## src/rtl/phase_seq_pkg.sv

```systemverilog
// Shared types and helpers for the multi-phase enable generator.
`timescale 1ns/1ps
package phase_seq_pkg;

  // Sequencer states: idle (no phase active), running, paused (phase frozen).
  typedef enum logic [1:0] {
    ST_IDLE  = 2'd0,
    ST_RUN   = 2'd1,
    ST_PAUSE = 2'd2
  } state_t;

  // Upper bound on the phase count supported by the one-hot helper.
  localparam int MAX_PHASES = 64;

  // One-hot vector with bit idx set; callers size-cast to their phase count.
  function automatic logic [MAX_PHASES-1:0] onehot_from_idx(input int unsigned idx);
    logic [MAX_PHASES-1:0] v;
    v = {{(MAX_PHASES-1){1'b0}}, 1'b1} << idx;
    return v;
  endfunction

endpackage

```

## src/rtl/phase_seq_gen_next_sel.sv

```systemverilog
// Circular priority search: finds the next participating phase after cur_idx.
`timescale 1ns/1ps
module phase_next_sel
  import phase_seq_pkg::*;
#(
  parameter int NUM_PHASES = 4,
  parameter int IDX_W      = $clog2(NUM_PHASES)
) (
  input  logic [NUM_PHASES-1:0] mask,
  input  logic [IDX_W-1:0]      cur_idx,
  output logic [IDX_W-1:0]      next_idx,
  output logic                  wrap,
  output logic                  none
);

  // Candidate index and wrap flag for each search offset 1..NUM_PHASES.
  // Offset NUM_PHASES lands back on cur_idx, which covers the single-bit mask.
  logic [IDX_W-1:0]      cand      [NUM_PHASES];
  logic [NUM_PHASES-1:0] cand_wrap;
  logic [NUM_PHASES-1:0] hit;

  genvar gi;
  generate
    for (gi = 0; gi < NUM_PHASES; gi++) begin : g_cand
      localparam int OFF = gi + 1;
      logic [IDX_W:0] sum;
      // cur_idx + OFF stays below 2*NUM_PHASES, so one conditional subtract
      // is enough to reduce it modulo NUM_PHASES.
      assign sum          = {1'b0, cur_idx} + (IDX_W+1)'(OFF);
      assign cand_wrap[gi] = (sum >= (IDX_W+1)'(NUM_PHASES));
      assign cand[gi]     = cand_wrap[gi] ? IDX_W'(sum - (IDX_W+1)'(NUM_PHASES))
                                          : sum[IDX_W-1:0];
      assign hit[gi]      = mask[cand[gi]];
    end
  endgenerate

  // Smallest offset with a participating phase wins.
  always_comb begin
    next_idx = cur_idx;
    wrap     = 1'b0;
    for (int i = NUM_PHASES - 1; i >= 0; i--) begin
      if (hit[i]) begin
        next_idx = cand[i];
        wrap     = cand_wrap[i];
      end
    end
    none = ~|mask;
  end

endmodule

```

## src/rtl/phase_seq_gen.sv

```systemverilog
// Multi-phase one-hot enable generator with per-phase dwell, phase masking,
// pause and synchronous restart. All outputs come straight from registers.
`timescale 1ns/1ps
module phase_seq_gen
  import phase_seq_pkg::*;
#(
  parameter int NUM_PHASES = 4,
  parameter int CNT_W      = 8,
  parameter int IDX_W      = $clog2(NUM_PHASES)
) (
  input  logic                  clk_in,
  input  logic                  rst_n_in,
  input  logic                  en_in,
  input  logic                  sync_clr_in,
  input  logic [CNT_W-1:0]      dwell_in,
  input  logic [NUM_PHASES-1:0] phase_mask_in,
  output logic [NUM_PHASES-1:0] phase_out,
  output logic [IDX_W-1:0]      phase_idx_out,
  output logic                  round_done_out,
  output logic                  active_out
);

  state_t                state_reg;
  logic [IDX_W-1:0]      idx_reg;
  logic [CNT_W-1:0]      cnt_reg;
  logic [CNT_W-1:0]      dwell_reg;
  logic [NUM_PHASES-1:0] phase_reg;
  logic                  round_done_reg;
  logic                  active_reg;

  logic [IDX_W-1:0]      first_idx;
  logic                  start_ok;
  logic [IDX_W-1:0]      adv_idx;
  logic                  adv_wrap;
  logic                  adv_none;
  logic [NUM_PHASES-1:0] first_oh;
  logic [NUM_PHASES-1:0] adv_oh;
  logic [NUM_PHASES-1:0] cur_oh;
  logic                  dwell_done;

  // Lowest participating phase, used on every (re)start of the sequence.
  always_comb begin
    first_idx = '0;
    for (int i = NUM_PHASES - 1; i >= 0; i--) begin
      if (phase_mask_in[i]) first_idx = IDX_W'(i);
    end
    start_ok = |phase_mask_in;
  end

  phase_next_sel #(
    .NUM_PHASES (NUM_PHASES),
    .IDX_W      (IDX_W)
  ) u_next_sel (
    .mask     (phase_mask_in),
    .cur_idx  (idx_reg),
    .next_idx (adv_idx),
    .wrap     (adv_wrap),
    .none     (adv_none)
  );

  // One-hot images of the candidate indices and the end-of-dwell condition.
  always_comb begin
    first_oh   = NUM_PHASES'(onehot_from_idx(int'(first_idx)));
    adv_oh     = NUM_PHASES'(onehot_from_idx(int'(adv_idx)));
    cur_oh     = NUM_PHASES'(onehot_from_idx(int'(idx_reg)));
    dwell_done = (cnt_reg == dwell_reg);
  end

  // Sequencer: restart has priority, then run/pause/mask handling per state.
  always_ff @(posedge clk_in or negedge rst_n_in) begin
    if (!rst_n_in) begin
      state_reg      <= ST_IDLE;
      idx_reg        <= '0;
      cnt_reg        <= '0;
      dwell_reg      <= '0;
      phase_reg      <= '0;
      round_done_reg <= 1'b0;
      active_reg     <= 1'b0;
    end else if (sync_clr_in) begin
      cnt_reg        <= '0;
      round_done_reg <= 1'b0;
      if (en_in && start_ok) begin
        state_reg  <= ST_RUN;
        idx_reg    <= first_idx;
        dwell_reg  <= dwell_in;
        phase_reg  <= first_oh;
        active_reg <= 1'b1;
      end else begin
        state_reg  <= ST_IDLE;
        idx_reg    <= '0;
        phase_reg  <= '0;
        active_reg <= 1'b0;
      end
    end else begin
      case (state_reg)
        ST_IDLE: begin
          round_done_reg <= 1'b0;
          // First entry never flags a completed round.
          if (en_in && start_ok) begin
            state_reg  <= ST_RUN;
            idx_reg    <= first_idx;
            cnt_reg    <= '0;
            dwell_reg  <= dwell_in;
            phase_reg  <= first_oh;
            active_reg <= 1'b1;
          end
        end

        ST_RUN: begin
          // The cycle just ending was a high cycle of the current phase, so it
          // is counted even when en_in drops at this edge.
          if (dwell_done) begin
            if (adv_none) begin
              state_reg      <= ST_IDLE;
              idx_reg        <= '0;
              cnt_reg        <= '0;
              phase_reg      <= '0;
              round_done_reg <= 1'b0;
              active_reg     <= 1'b0;
            end else begin
              idx_reg        <= adv_idx;
              cnt_reg        <= '0;
              dwell_reg      <= dwell_in;
              state_reg      <= en_in ? ST_RUN : ST_PAUSE;
              phase_reg      <= en_in ? adv_oh : '0;
              round_done_reg <= en_in & adv_wrap;
              active_reg     <= en_in;
            end
          end else begin
            cnt_reg        <= cnt_reg + 1'b1;
            round_done_reg <= 1'b0;
            if (!en_in) begin
              state_reg  <= ST_PAUSE;
              phase_reg  <= '0;
              active_reg <= 1'b0;
            end
          end
        end

        ST_PAUSE: begin
          // Index and count stay frozen; resume picks up the same phase.
          round_done_reg <= 1'b0;
          if (en_in) begin
            state_reg  <= ST_RUN;
            phase_reg  <= cur_oh;
            active_reg <= 1'b1;
          end
        end

        default: begin
          state_reg      <= ST_IDLE;
          idx_reg        <= '0;
          cnt_reg        <= '0;
          phase_reg      <= '0;
          round_done_reg <= 1'b0;
          active_reg     <= 1'b0;
        end
      endcase
    end
  end

  assign phase_out      = phase_reg;
  assign phase_idx_out  = idx_reg;
  assign round_done_out = round_done_reg;
  assign active_out     = active_reg;

endmodule

```

## config.mk

```make
export PLATFORM = sky130hd
export DESIGN_NAME = phase_seq_gen
export DESIGN_NICKNAME = d
export VERILOG_FILES = /design/src/rtl/phase_seq_pkg.sv /design/src/rtl/phase_seq_gen_next_sel.sv /design/src/rtl/phase_seq_gen.sv
export SDC_FILE = /design/constraint.sdc
export NUM_CORES = 1
export LEC_CHECK = 0
export BUFFER_PORTS_ARGS = -buffer_cell sky130_fd_sc_hd__buf_2
export CORE_UTILIZATION = 57
export DETAILED_ROUTE_END_ITERATION = 7
export PLACE_DENSITY = 0.78
export SLEW_MARGIN = 20
export SYNTH_ARGS = -nofsm -noshare
export SYNTH_HDL_FRONTEND = slang
export SYNTH_HIERARCHICAL = 1
export SYNTH_SLANG_ARGS = --single-unit
export TNS_END_PERCENT = 1
```

## constraint.sdc

```tcl
create_clock -name clk_in -period 3 [get_ports clk_in]
set_input_delay 0.6 -clock clk_in [delete_from_list [all_inputs] [get_ports clk_in]]
set_output_delay 0.6 -clock clk_in [all_outputs]
set_load 0.02 [all_outputs]
```

## After elaboration in Yosys (flattened, before gate mapping)

Cells that the tools add are included.

- Bits in registers: 26
- Bits in latches: 0
- Bits in writable memories: 0
- Bits in read-only memories: 0
- Memories: 0

- Add/subtract/negate cells: 9
- Multiply operators: 0
- Div/mod/pow operators: 0
- $lt $le $gt $ge: 8
- Eq/ne operators: 9
- Shifts and indexed selects: 3
- Muxes and demuxes: 69
- Bitwise logic cells: 1
- Reduce and logical (&&, ||, !) cells: 8

Operators with widths:

| cell | count |
|---|---|
| 2-to-1 mux 8 bit | 7 |
| 2-to-1 mux 2 bit | 24 |
| 2-to-1 mux 4 bit | 8 |
| case mux 8 bit (3 select lines) | 1 |
| 2-to-1 mux 1 bit | 20 |
| case mux 8 bit (2 select lines) | 1 |
| >= comparator 3 bit, second input constant | 4 |
| < comparator 2 x 3 -> 1 bit, second input constant | 4 |
| != test 3 bit, second input constant | 4 |
| case mux 2 bit (3 select lines) | 2 |
| case mux 4 bit (3 select lines) | 1 |
| left shift 1 x 2 -> 4 bit, first input constant | 3 |
| AND reduction 3 bit | 3 |
| adder 8 x 1 -> 8 bit, second input constant | 1 |
| binary-select mux 1 bit (select 2 bit) | 4 |
| == test 8 bit | 1 |
| subtractor 2 x 1 -> 2 bit, second input constant | 4 |
| adder 2 x 2 -> 3 bit, second input constant | 2 |
| != test 4 bit, second input constant | 1 |
| OR reduction 4 bit | 1 |
| adder 2 x 1 -> 3 bit, second input constant | 1 |
| adder 2 x 3 -> 3 bit, second input constant | 1 |
| case mux 1 bit (3 select lines) | 1 |
| nonzero test 3 bit | 1 |
| other kinds (7) | 7 |

## Depth between registers and ports, before layout

- Depth in word-level cells: 15
- Gate-level depth with buffers: 11

## Modules after synthesis

The synthesis kept the hierarchy.

By module, submodules not included:

| module | times used | cells an instance | area each (um2) |
|---|---|---|---|
| phase_seq_gen | 1 | 147 | 1450.1 |
| phase_next_sel | 1 | 35 | 330.3 |

## Least setup slack after synthesis

Ideal clock, no wire load.

- Kind: reg-to-reg
- From: reg idx_reg[1] (netlist: phase_idx_out[1])
- To: reg phase_reg[1] (netlist: phase_out[1])
- Library setup time: 65 ps
- Arrival time: 2748 ps
- Data required time: 2935 ps
- Slack: 188 ps
- Cell stages (with the launch flop): 11
- Buffers on the path: 2
- Clock period less this slack: 2812 ps
- Cells stage by stage: dfrtp_1 > clkbuf_1 > inv_1 > ha_1 > clkbuf_1 > mux4_2 > o21bai_1 > mux2i_1 > inv_1 > o41ai_1 > mux2_4

- Longest elaborated chain between the ends: 15
- Elaborated cells on any way between the ends: 36
- Those cells by class: add/sub (8); order compare (4); shift (2); mux (22)

Ends and longest elaborated chain:

| what | line | source |
|---|---|---|
| from (decl) | phase_seq_gen.sv:24 | `logic [IDX_W-1:0] idx_reg;` |
| from (signal assigned) | phase_seq_gen.sv:84 | `idx_reg <= first_idx;` |
| from (signal assigned) | phase_seq_gen.sv:101 | `idx_reg <= first_idx;` |
| from (signal assigned) | phase_seq_gen.sv:121 | `idx_reg <= adv_idx;` |
| adder 2 x 3 -> 3 bit | phase_seq_gen_next_sel.sv:29 | `assign sum = {1'b0, cur_idx} + (IDX_W+1)'(OFF);` |
| >= comparator 3 bit or subtractor 2 x 1 -> 2 bit (tied branches) | phase_seq_gen_next_sel.sv:30, phase_seq_gen_next_sel.sv:31 |  |
| 2-to-1 mux 2 bit | phase_seq_gen_next_sel.sv:31 | `assign cand[gi] = cand_wrap[gi] ? IDX_W'(sum - (IDX_W+1)'(NUM_PHASES))` |
| binary-select mux 1 bit (select 2 bit) | phase_seq_gen_next_sel.sv:33 | `assign hit[gi] = mask[cand[gi]];` |
| 2-to-1 mux 1 bit (implied by the code) | phase_seq_gen_next_sel.sv:33 |  |
| 2-to-1 mux 2 bit (3 in a row) | phase_seq_gen_next_sel.sv:42 | `if (hit[i]) begin` |
| 2-to-1 mux 2 bit (*) | phase_seq_gen_next_sel.sv:42 |  |
| via adv_idx[0] | phase_seq_gen.sv:33 | `logic [IDX_W-1:0] adv_idx;` |
| left shift 1 x 2 -> 4 bit (*) | phase_seq_pkg.sv:18 | `v = {{(MAX_PHASES-1){1'b0}}, 1'b1} << idx;` |
| 2-to-1 mux 4 bit (*) | phase_seq_gen.sv:125 | `phase_reg <= en_in ? adv_oh : '0;` |
| 2-to-1 mux 4 bit (*) | phase_seq_gen.sv:113 | `if (adv_none) begin` |
| 2-to-1 mux 4 bit (*) | phase_seq_gen.sv:112 | `if (dwell_done) begin` |
| case mux 4 bit (3 select lines) (*) | phase_seq_gen.sv:95 | `case (state_reg)` |
| 2-to-1 mux 4 bit (*) | phase_seq_gen.sv:79 | `end else if (sync_clr_in) begin` |
| to (signal assigned) | phase_seq_gen.sv:86 | `phase_reg <= first_oh;` |
| to (signal assigned) | phase_seq_gen.sv:104 | `phase_reg <= first_oh;` |
| to (signal assigned) | phase_seq_gen.sv:125 |  |
| to (decl) | phase_seq_gen.sv:27 | `logic [NUM_PHASES-1:0] phase_reg;` |

Mark *: on every way through the listed nets, which the timed path passes. The rest lies on a longest branch. The select of a mux whose other input is x is not followed.
A chain may end at the register's enable or synchronous reset.

## Worst setup path after layout

- From: reg idx_reg[0] (netlist: phase_idx_out[0])
- To: reg phase_reg[1] (netlist: phase_out[1])

Same word-level chain as after synthesis.

==> run_results.csv <==
group,metric,value,unit
synth,synthArstFlopShare,1.00,
critical_path,crit_slowest_cell,"ha_1",
min_path,hp-class,"primary input to asynchronous set/reset pin",
global_routing,antenna_found_initial,0,
clocking,cts_buffer_depth,2,
sta,tns,0,ps
global_routing,grtUsageTotal,0.234,
routing,via_count,1496,
critical_path,critPathMaxStageDelay,430,ps
clocking,postCtsSetupBuffers,0,
sta,final_hold_viol_count,0,
sta,fmax,414,MHz
clocking,worstSkewPairLatency,320,ps
run,cap_violations,0,
global_routing,grt_overflow,0,
floorplanning,die-height,57.9,um
power,totalPowerFinal,0.00110,W
floorplanning,start_util,0.624,
power,leakagePower,0.883,nW
routing,detail-route-antenna-nets,0,
floorplanning,rows,19,
sta,final-max-slew-violation-count,0,
power,p_per_area,566,nW/um^2
synth,ys_ff_latch,25,
sta,fin_crit_sh,0.806,
layout,final_nets,226,
clocking,cts_resized,0,
floorplanning,ioPinCount,24,
critical_path,crit_type,"register to register",
sta,setup_violations,0,
sta,clock_skew,3.91,ps
power,max-vdd-ir-drop,335,uV
routing,firstDrtPassIters,7,
clocking,cts_hold_buf,0,
sta,relSlewSlack,0.638,
synth,synth_area,1780,um^2
critical_path,r2r_start,"phase_idx_out[0]",
global_routing,grt_pass1_wl,6.03,mm
routing,first_iter_violations,55,
synth,yosys_warnings,6,
critical_path,arrival,2690,ps
place,dp_hpwl,2.73,mm
layout,drive_above_1_share,0.283,
sta,period_needed,2420,ps
routing,viasPerCell,6.34,
synth,synth_flop_cell,"dfrtp_1",
clocking,cts_made_buffers,3,
synth,avgSynthCellArea,9.78,um^2
critical_path,cp-start-kind,"register",
run_status,status,"finished, violations left",
critical_path,r2r-end,"phase_out[1]",
critical_path,cpMostUsedCell,"inv_1",
clocking,cts_sinks,25,
routing,post_drt_wl_per_cell,15.0,um
synth,yosysUniqueCellTypes,49,
run_status,violations,"DRC",
sta,worstMarginPinSlew,537,ps
critical_path,cp-end-kind,"register",
layout,diodes,0,
global_routing,grt_start_max_net_pins,26,
layout,nFillCells,237,
critical_path,cp.required,3270,ps
floorplanning,die_x,57.9,um
critical_path,r2r_cells,8,
synth,synth_edf_count,0,
synth,ys_seq_area_frac,0.351,
routing,totalWireLength,3.55,mm
clocking,cts_root_buffer,"clkbuf_4",
global_routing,grt_pass1_vias,1302,
clocking,cts_tree,"built",
sta,rsz0062_at_grt,"no",
clocking,clk_pin_slew,140,ps
floorplanning,dieArea,3350,um^2
layout,syn_to_final_growth,9.49,%
place,gp_congestion,0.855,
synth,synthesis.nets,202,
routing,drc,2,
clocking,htree_levels,1,
floorplanning,coreArea,2850,um^2
critical_path,cp_max_fo,6,
place,numPortBuffers,23,
critical_path,path_cells,"inv_1 -> ha_1 -> mux4_2 -> o21bai_1 -> mux2i_1 -> inv_1 -> o41ai_1 -> mux2_4",
synth,synth_cells,182,
critical_path,r2r_slack,580,ps
-- worst max-delay path: cells and delay by family, from the launching register on --
family                   cells  cell delay, ps
multiplexers                 3             870
AO/OA/AOI/OAI                2             540
adder cells (fa/ha/maj)      1             430
flip-flops                   1             380
buffers and inverters        2             160
-- final cells by class --
type / count / area [um^2] / share of cell area
multi-input cells: 139 / 1070 / 0.550
flip-flops and latches: 25 / 626 / 0.321
repair buffers: 27 / 145 / 0.0745
well taps: 31 / 38.8 / 0.0199
inverters: 10 / 37.5 / 0.0193
clock buffers: 3 / 22.5 / 0.0116
clock inverters: 1 / 7.51 / 0.00385
-- cells in the mapped netlist, types with 3 or more instances --
cell | n | share of area
a21oi_1 | 8 | 0.022
a31oi_1 | 7 | 0.025
buf_2 | 3 | 0.0084
clkbuf_1 | 3 | 0.0063
dfrtp_1 | 25 | 0.35
ha_1 | 4 | 0.028
inv_1 | 10 | 0.021
mux2_2 | 9 | 0.057
mux2_4 | 4 | 0.034
mux2i_1 | 5 | 0.028
nand2_1 | 11 | 0.023
nand2b_1 | 8 | 0.028
nand3_1 | 5 | 0.014
nand4_1 | 3 | 0.011
nor2_1 | 12 | 0.025
nor3_1 | 3 | 0.0084
nor4_1 | 3 | 0.011
o21ai_0 | 13 | 0.037
o22ai_1 | 3 | 0.011
xor2_1 | 9 | 0.044
-- kinds of logic (layout without fill, tap and decap cells) --
logic type	after synthesis	in the layout	share of synthesized area
compound gates	48	48	0.176
xor+xnor	9	9	0.0443
fa+ha+maj	4	4	0.0281
buf+inv	18	41	0.0464
flops	25	25	0.351
mux	22	22	0.174
simple gates	56	56	0.180
-- power by group --
group	leakage, nW	internal, W	switching (W)
clock network	0.0139	0.0000509	0.000100
logic	0.545	0.000238	0.000269
registers	0.324	0.000393	0.0000510
total	0.883	0.000682	0.000420
-- per-layer routing --
metal  vias to the layer above  track usage  part of all wire
met4                         0       0.0544            0.0048
met2                        47        0.356              0.46
li1                        721            -                 -
met3                         2       0.0402             0.053
met5                         -            0                 0
met1                       726        0.350              0.48
-- worst max-delay path by stage --
stage                           startpoint            to  cells past startpoint
after floorplan           phase_idx_out[1]  phase_out[1]                     10
after global placement    phase_mask_in[2]  phase_out[1]                      7
after detailed placement  phase_mask_in[2]  phase_out[1]                      7
after CTS                 phase_idx_out[0]  phase_out[1]                      8
after global routing      phase_idx_out[0]  phase_out[1]                      8
final                     phase_idx_out[0]  phase_out[1]                      8
-- per-stage QoR --
stage	setup WS [ps]	cells	hold slack [ps]	utilization	area, um^2
2_1_floorplan	188	182	304	-	1780
3_3_place_gp	585	232	492	0.673	1920
3_5_place_dp	534	232	500	0.673	1920
4_1_cts	591	236	251	0.683	1950
5_1_grt	384	236	267	0.683	1950
6_report	582	236	242	0.683	1950
-- cells in the final DEF (no fill, tap or decap), drive strengths merged, types with 2 or more instances in the layout --
master  Yosys  routed
buf         5      27
dfrtp      25      25
nor2       14      14
o21ai      13      13
mux2       13      13
nand2      11      11
inv        10      10
xor2        9       9
a21oi       8       8
nand2b      8       8
a31oi       7       7
nand3       5       5
mux2i       5       5
nor4        5       5
ha          4       4
mux4        4       4
nor3        3       3
nand4       3       3
o22ai       3       3
clkbuf      3       3
o21bai      2       2
a32oi       2       2
or3b        2       2
a22o        2       2
nor2b       2       2
Power figures use the tool's default switching activity.
